`src/rtl/hazard_pkg.sv`:
```
// hazard_pkg: shared definitions for the pipeline hazard/forwarding controller.
//   - EX operand forwarding-select encodings.
//   - Shadow-stage record layout and its width as a function of the
//     register-address width. Field order, MSB to LSB:
//       {v, rd, rs1, rs2, rs1_used, rs2_used, reg_write, mem_read}
package hazard_pkg;

    localparam logic [1:0] FWD_RF    = 2'b00;
    localparam logic [1:0] FWD_EXMEM = 2'b01;
    localparam logic [1:0] FWD_MEMWB = 2'b10;

    // Single-bit fields: v, rs1_used, rs2_used, reg_write, mem_read.
    localparam int unsigned STAGE_FLAG_W = 5;

    // Total shadow-record width for a given register-address width.
    function automatic int unsigned stage_w(input int unsigned ra_w);
        return 3 * ra_w + STAGE_FLAG_W;
    endfunction

endpackage

```
`src/rtl/hazard_stage_reg.sv`:
```
// hazard_stage_reg: one shadow pipeline stage of the hazard controller.
// Ports:
//   i_clk     system clock
//   i_rst_n   asynchronous active-low reset, clears the record
//   i_bubble  load an all-zero record (bubble) instead of i_d
//   i_d       incoming shadow record
//   o_q       registered shadow record
module hazard_stage_reg
    import hazard_pkg::*;
#(
    parameter int unsigned W = stage_w(5)
) (
    input  logic         i_clk,
    input  logic         i_rst_n,
    input  logic         i_bubble,
    input  logic [W-1:0] i_d,
    output logic [W-1:0] o_q
);

    logic [W-1:0] r_q;

    always_ff @(posedge i_clk or negedge i_rst_n) begin
        if (!i_rst_n) begin
            r_q <= '0;
        end else if (i_bubble) begin
            r_q <= '0;
        end else begin
            r_q <= i_d;
        end
    end

    assign o_q = r_q;

endmodule

```
`src/rtl/hazard_ctrl.sv`:
```
// hazard_ctrl: load-use hazard detection, stall/flush generation and EX
// operand forwarding selection for the 5-stage core.
// Ports:
//   clk, rstn            clock; asynchronous active-low reset
//   id_*                 decoded fields of the instruction currently in ID
//   ex_br_taken          branch/jump resolved taken in EX this cycle
//   pc_wen, if_id_wen    PC and IF/ID write enables (low during a stall)
//   if_id_clear          flush IF/ID (taken branch)
//   id_ex_clear          ID/EX clear, inserts a bubble (branch or stall)
//   fwd_a_sel/fwd_b_sel  EX operand sources (see hazard_pkg FWD_*)
//   stall_cnt/flush_cnt  wrapping event counters for debug readout
module hazard_ctrl
    import hazard_pkg::*;
#(
    parameter int unsigned RA_W  = 5,
    parameter int unsigned CNT_W = 32
) (
    input  logic             clk,
    input  logic             rstn,
    input  logic             id_valid,
    input  logic [RA_W-1:0]  id_rs1,
    input  logic [RA_W-1:0]  id_rs2,
    input  logic             id_rs1_used,
    input  logic             id_rs2_used,
    input  logic [RA_W-1:0]  id_rd,
    input  logic             id_reg_write,
    input  logic             id_mem_read,
    input  logic             ex_br_taken,
    output logic             pc_wen,
    output logic             if_id_wen,
    output logic             if_id_clear,
    output logic             id_ex_clear,
    output logic [1:0]       fwd_a_sel,
    output logic [1:0]       fwd_b_sel,
    output logic [CNT_W-1:0] stall_cnt,
    output logic [CNT_W-1:0] flush_cnt
);

    localparam int unsigned SW = stage_w(RA_W);

    typedef struct packed {
        logic            v;
        logic [RA_W-1:0] rd;
        logic [RA_W-1:0] rs1;
        logic [RA_W-1:0] rs2;
        logic            rs1_used;
        logic            rs2_used;
        logic            reg_write;
        logic            mem_read;
    } stage_t;

    stage_t w_id, w_ex, w_mem, w_wb;
    logic [SW-1:0] w_ex_q, w_mem_q, w_wb_q;
    logic w_br, w_lu;
    logic [CNT_W-1:0] r_stall_cnt, r_flush_cnt;

    assign w_id = '{v:         id_valid,
                    rd:        id_rd,
                    rs1:       id_rs1,
                    rs2:       id_rs2,
                    rs1_used:  id_rs1_used,
                    rs2_used:  id_rs2_used,
                    reg_write: id_reg_write,
                    mem_read:  id_mem_read};

    // ID/EX is written every cycle; a clear turns the slot into a bubble.
    hazard_stage_reg #(.W(SW)) u_ex (
        .i_clk    (clk),
        .i_rst_n  (rstn),
        .i_bubble (id_ex_clear),
        .i_d      (w_id),
        .o_q      (w_ex_q)
    );

    hazard_stage_reg #(.W(SW)) u_mem (
        .i_clk    (clk),
        .i_rst_n  (rstn),
        .i_bubble (1'b0),
        .i_d      (w_ex_q),
        .o_q      (w_mem_q)
    );

    hazard_stage_reg #(.W(SW)) u_wb (
        .i_clk    (clk),
        .i_rst_n  (rstn),
        .i_bubble (1'b0),
        .i_d      (w_mem_q),
        .o_q      (w_wb_q)
    );

    assign w_ex  = w_ex_q;
    assign w_mem = w_mem_q;
    assign w_wb  = w_wb_q;

    // Qualified by rstn so the control outputs sit at their reset values
    // for as long as reset is held, whatever ex_br_taken does.
    assign w_br = ex_br_taken & rstn;

    assign w_lu = id_valid & w_ex.v & w_ex.mem_read & (w_ex.rd != '0) &
                  ((id_rs1_used & (id_rs1 == w_ex.rd)) |
                   (id_rs2_used & (id_rs2 == w_ex.rd)));

    always_comb begin
        pc_wen      = 1'b1;
        if_id_wen   = 1'b1;
        if_id_clear = 1'b0;
        id_ex_clear = 1'b0;
        if (w_br) begin
            if_id_clear = 1'b1;
            id_ex_clear = 1'b1;
        end else if (w_lu) begin
            pc_wen      = 1'b0;
            if_id_wen   = 1'b0;
            id_ex_clear = 1'b1;
        end
    end

    // MEM beats WB (youngest producer); loads are never taken from MEM.
    function automatic logic [1:0] fwd_sel(input logic            used,
                                           input logic [RA_W-1:0] rs,
                                           input stage_t          mem,
                                           input stage_t          wb);
        if (mem.v && mem.reg_write && !mem.mem_read && (mem.rd != '0) &&
            used && (mem.rd == rs)) begin
            return FWD_EXMEM;
        end else if (wb.v && wb.reg_write && (wb.rd != '0) &&
                     used && (wb.rd == rs)) begin
            return FWD_MEMWB;
        end
        return FWD_RF;
    endfunction

    always_comb begin
        fwd_a_sel = fwd_sel(w_ex.rs1_used, w_ex.rs1, w_mem, w_wb);
        fwd_b_sel = fwd_sel(w_ex.rs2_used, w_ex.rs2, w_mem, w_wb);
    end

    always_ff @(posedge clk or negedge rstn) begin
        if (!rstn) begin
            r_stall_cnt <= '0;
            r_flush_cnt <= '0;
        end else if (w_br) begin
            r_flush_cnt <= r_flush_cnt + CNT_W'(1);
        end else if (w_lu) begin
            r_stall_cnt <= r_stall_cnt + CNT_W'(1);
        end
    end

    assign stall_cnt = r_stall_cnt;
    assign flush_cnt = r_flush_cnt;

endmodule

```
`config.mk`:
```
export PLATFORM = sky130hd
export DESIGN_NAME = hazard_ctrl
export DESIGN_NICKNAME = d
export VERILOG_FILES = /design/src/rtl/hazard_pkg.sv /design/src/rtl/hazard_stage_reg.sv /design/src/rtl/hazard_ctrl.sv
export SDC_FILE = /design/constraint.sdc
export NUM_CORES = 1
export LEC_CHECK = 0
export ABC_AREA = 0
export BUFFER_PORTS_ARGS = -buffer_cell sky130_fd_sc_hd__buf_2
export CAP_MARGIN = 10
export CORE_MARGIN = 4
export CORE_UTILIZATION = 40
export CTS_CLUSTER_DIAMETER = 200
export DETAILED_ROUTE_END_ITERATION = 6
export GPL_ROUTABILITY_DRIVEN = 1
export GPL_TIMING_DRIVEN = 0
export MAX_ROUTING_LAYER = met4
export PLACE_DENSITY_LB_ADDON = 0.3
export REMOVE_ABC_BUFFERS = 1
export SYNTH_ARGS = -nofsm -noshare
export SYNTH_HDL_FRONTEND = slang
export SYNTH_SLANG_ARGS = --single-unit
export TNS_END_PERCENT = 5
```
`constraint.sdc`:
```
create_clock -name clk -period 2.5 [get_ports clk]
set_input_delay 0.125 -clock clk [delete_from_list [all_inputs] [get_ports clk]]
set_output_delay 0.125 -clock clk [all_outputs]
set_load 0.05 [all_outputs]
```
==> flow_summary.json <==
{
  "gp_congestion": 0.816,
  "max_freq_mhz": 409,
  "firstDrtPassIters": 4,
  "worstSetupPathType": "reg2out",
  "p_int_w": 0.00243,
  "min_period_over_period_pct": 97.9,
  "yosysSeqAreaShare_pct": 56.1,
  "path_cells": "xor2_1, nor4_2, a32oi_2, buf_8, buf_6, or3_1, buf_4",
  "clkSinkCount": 99,
  "switching_share_pct": 27.7,
  "root_buffer": "clkbuf_8",
  "grt_pass1_wl_um": 16200,
  "die_x_um": 113,
  "die-area_um2": 12800,
  "nets": 525,
  "p_leak_nw": 2.83,
  "cts.path.max_buffers": 2,
  "numCtsBuffers": 9,
  "gr-usage-all-layers_pct": 16.2,
  "grt_max_degree": 58,
  "num_antenna_cells": 0,
  "crit_arrival_ps": 2320,
  "critPathMaxStageDelay_ps": 440,
  "coreArea_um2": 10800,
  "drive_gt1_share_pct": 27.3,
  "relSlewSlack_pct": 66.6,
  "overflow": 0,
  "antenna_found_initial": 0,
  "p_clk_share_pct": 33.9,
  "end_kind": "output port",
  "pwr_density_cell_nw_per_um2": 603,
  "layout_commonest_cell": "dfrtp_1",
  "skew_ps": 10.3,
  "status": "finished, final reports clean",
  "syn_inst": 379,
  "p_comb_share_pct": 13.6,
  "antenna_left": 0,
  "final_cell_mix": "97 x dfrtp_1, 89 x buf_2, 60 x xor2_1, 32 x nand2_1, 32 x xnor2_1",
  "min_path_type": "in2reg",
  "via_count": 3219,
  "clk_pin_slew_ps": 100,
  "seq_power_share_pct": 52.5,
  "dieHeight_um": 113,
  "total_switching_power_w": 0.000932,
  "layout.cells.non_filler": 645,
  "start_util_pct": 40.8,
  "grt_pass1_vias": 3341,
  "synthArstFlopShare_pct": 100,
  "clkLatencyLatePin_ps": 360,
  "cp_slowest_cell": "dfrtp_2",
  "hold_viol": 0,
  "maxCapViolations": 0,
  "place_inst": 607,
  "syn_area_um2": 4420,
  "critPathMaxFanout": 20,
  "synth_ff_type": "dfrtp_1",
  "htree_levels": 3,
  "fp-row-count": 38,
  "ys.warnings.count": 0,
  "synth_edf_count": 0,
  "final_util_pct": 51.4,
  "syn2layout_area_growth_pct": 26.2,
  "viasPerCell": 4.99,
  "routed_wl_um": 9920,
  "io_buffers": 94,
  "crit_buf_inv": 3,
  "rsz0062_at_grt": "yes",
  "io_pins": 95,
  "syn_area_per_cell_um2": 11.7,
  "cts_tree": "yes",
  "regToRegSetupSlack_ps": 190,
  "crit_path_start_kind": "flop",
  "drt_iter0_markers": 214,
  "hpwl_um": 6910,
  "peakVddDrop_mv": 0.369,
  "setup_viol": 0,
  "final_max_slew_viol_count": 0,
  "synth_seq_cells": 99,
  "ys_types": 41,
  "worstMarginPinSlew_ps": 497,
  "worst_path_dominant_cell_family": "simple AND/OR/NAND/NOR gates",
  "fin_crit_ps": 2450,
  "cp.required_ps": 2380,
  "drt-wirelength-per-cell_um": 15.4,
  "drc": 0
}
synthesized netlist by cell type, drive strengths merged, types with 6 or more instances:
master / number / area share [%]
nor2: 13 / 1.1
nand3: 21 / 2.4
nand4: 11 / 1.7
nor4: 18 / 3.0
nand2: 32 / 2.7
nor3: 15 / 1.7
dfrtp: 99 / 56
xor2: 60 / 12
nor4b: 6 / 2.1
and2: 22 / 3.1
xnor2: 32 / 6.3
and3: 6 / 0.85
per-layer routing:
layer  vias to the layer above  global-route usage [%]  part of all wire, %
met5                         -                       -                    0
met4                         0                    4.33                 0.75
met3                         8                    4.06                  5.3
met2                        88                    25.4                   48
met1                      1586                    21.2                   46
li1                       1537                       -                    -
layout make-up:
type / instances / area [µm²]
clock buffer: 12 / 145
clock inverter: 4 / 73.8
fill: 971 / 5260
inverter: 5 / 18.8
multi-input combinational: 266 / 1920
sequential: 99 / 2480
tap: 140 / 175
timing repair buffer: 119 / 761
power groups by stage:
stage | Combinational [W] | Sequential (W) | Clock [W]
global route | 0.000499 | 0.00178 | 0.00124
global placement | 0.000409 | 0.00179 | 0
CTS | 0.000459 | 0.00177 | 0.00116
floorplan | 0.000139 | 0.00192 | 0
detailed placement | 0.000424 | 0.00180 | 0
finish | 0.000457 | 0.00176 | 0.00114
cell families (layout without fill, tap and decap cells):
group / count (synthesis) / after routing / share of synthesized area, %
buffers and inverters: 14 / 140 / 1.42
AND/OR/NAND/NOR: 166 / 166 / 22.6
AO/OA/AOI/OAI: 5 / 5 / 0.850
flip-flops: 99 / 99 / 56.1
multiplexers: 1 / 1 / 0.255
adder cells (fa/ha/maj): 2 / 2 / 0.566
XOR/XNOR: 92 / 92 / 18.2
worst paths after layout:
check	from	to	cells after the start
hold / removal	id_valid	u_ex.o_q[19]	2
min in group asynchronous	rstn	flush_cnt[27]	3
setup reg to reg	u_ex.o_q[15]	stall_cnt[1]	6
setup / recovery	u_ex.o_q[14]	pc_wen	7
hold reg to reg	u_ex.o_q[1]	u_mem.o_q[1]	0
max in group asynchronous	rstn	u_ex.o_q[14]	3
timing repair:
item                                    in CTS  in global routing
endpoints found under the setup margin      41                  5
pin swaps                                    3                  1
endpoints found under the hold margin       56                  2
gates resized for setup                     10                  4
hold buffers                                16                  2
buffers inserted                             4                  0
sequential cells by signal (all words and copies together) (netlist names):
register,count
u_wb.o_q,7
flush_cnt,32
u_ex.o_q,20
stall_cnt,32
u_mem.o_q,8
through the flow:
step                TNS [ps]  setup WS (ps)  total power, W  area [µm²]  hold WS (ps)
finish                     0           52.9         0.00336        5580          21.9
detailed placement     -8220           -483         0.00222        5080           170
global route            -170          -57.0         0.00352        5580          6.62
floorplan              -6610           -495         0.00206        4370          -171
global placement      -90060          -1370         0.00220        5020           335
CTS                        0           15.8         0.00338        5550          6.31
Note: power is estimated with default switching activity, not from simulation.
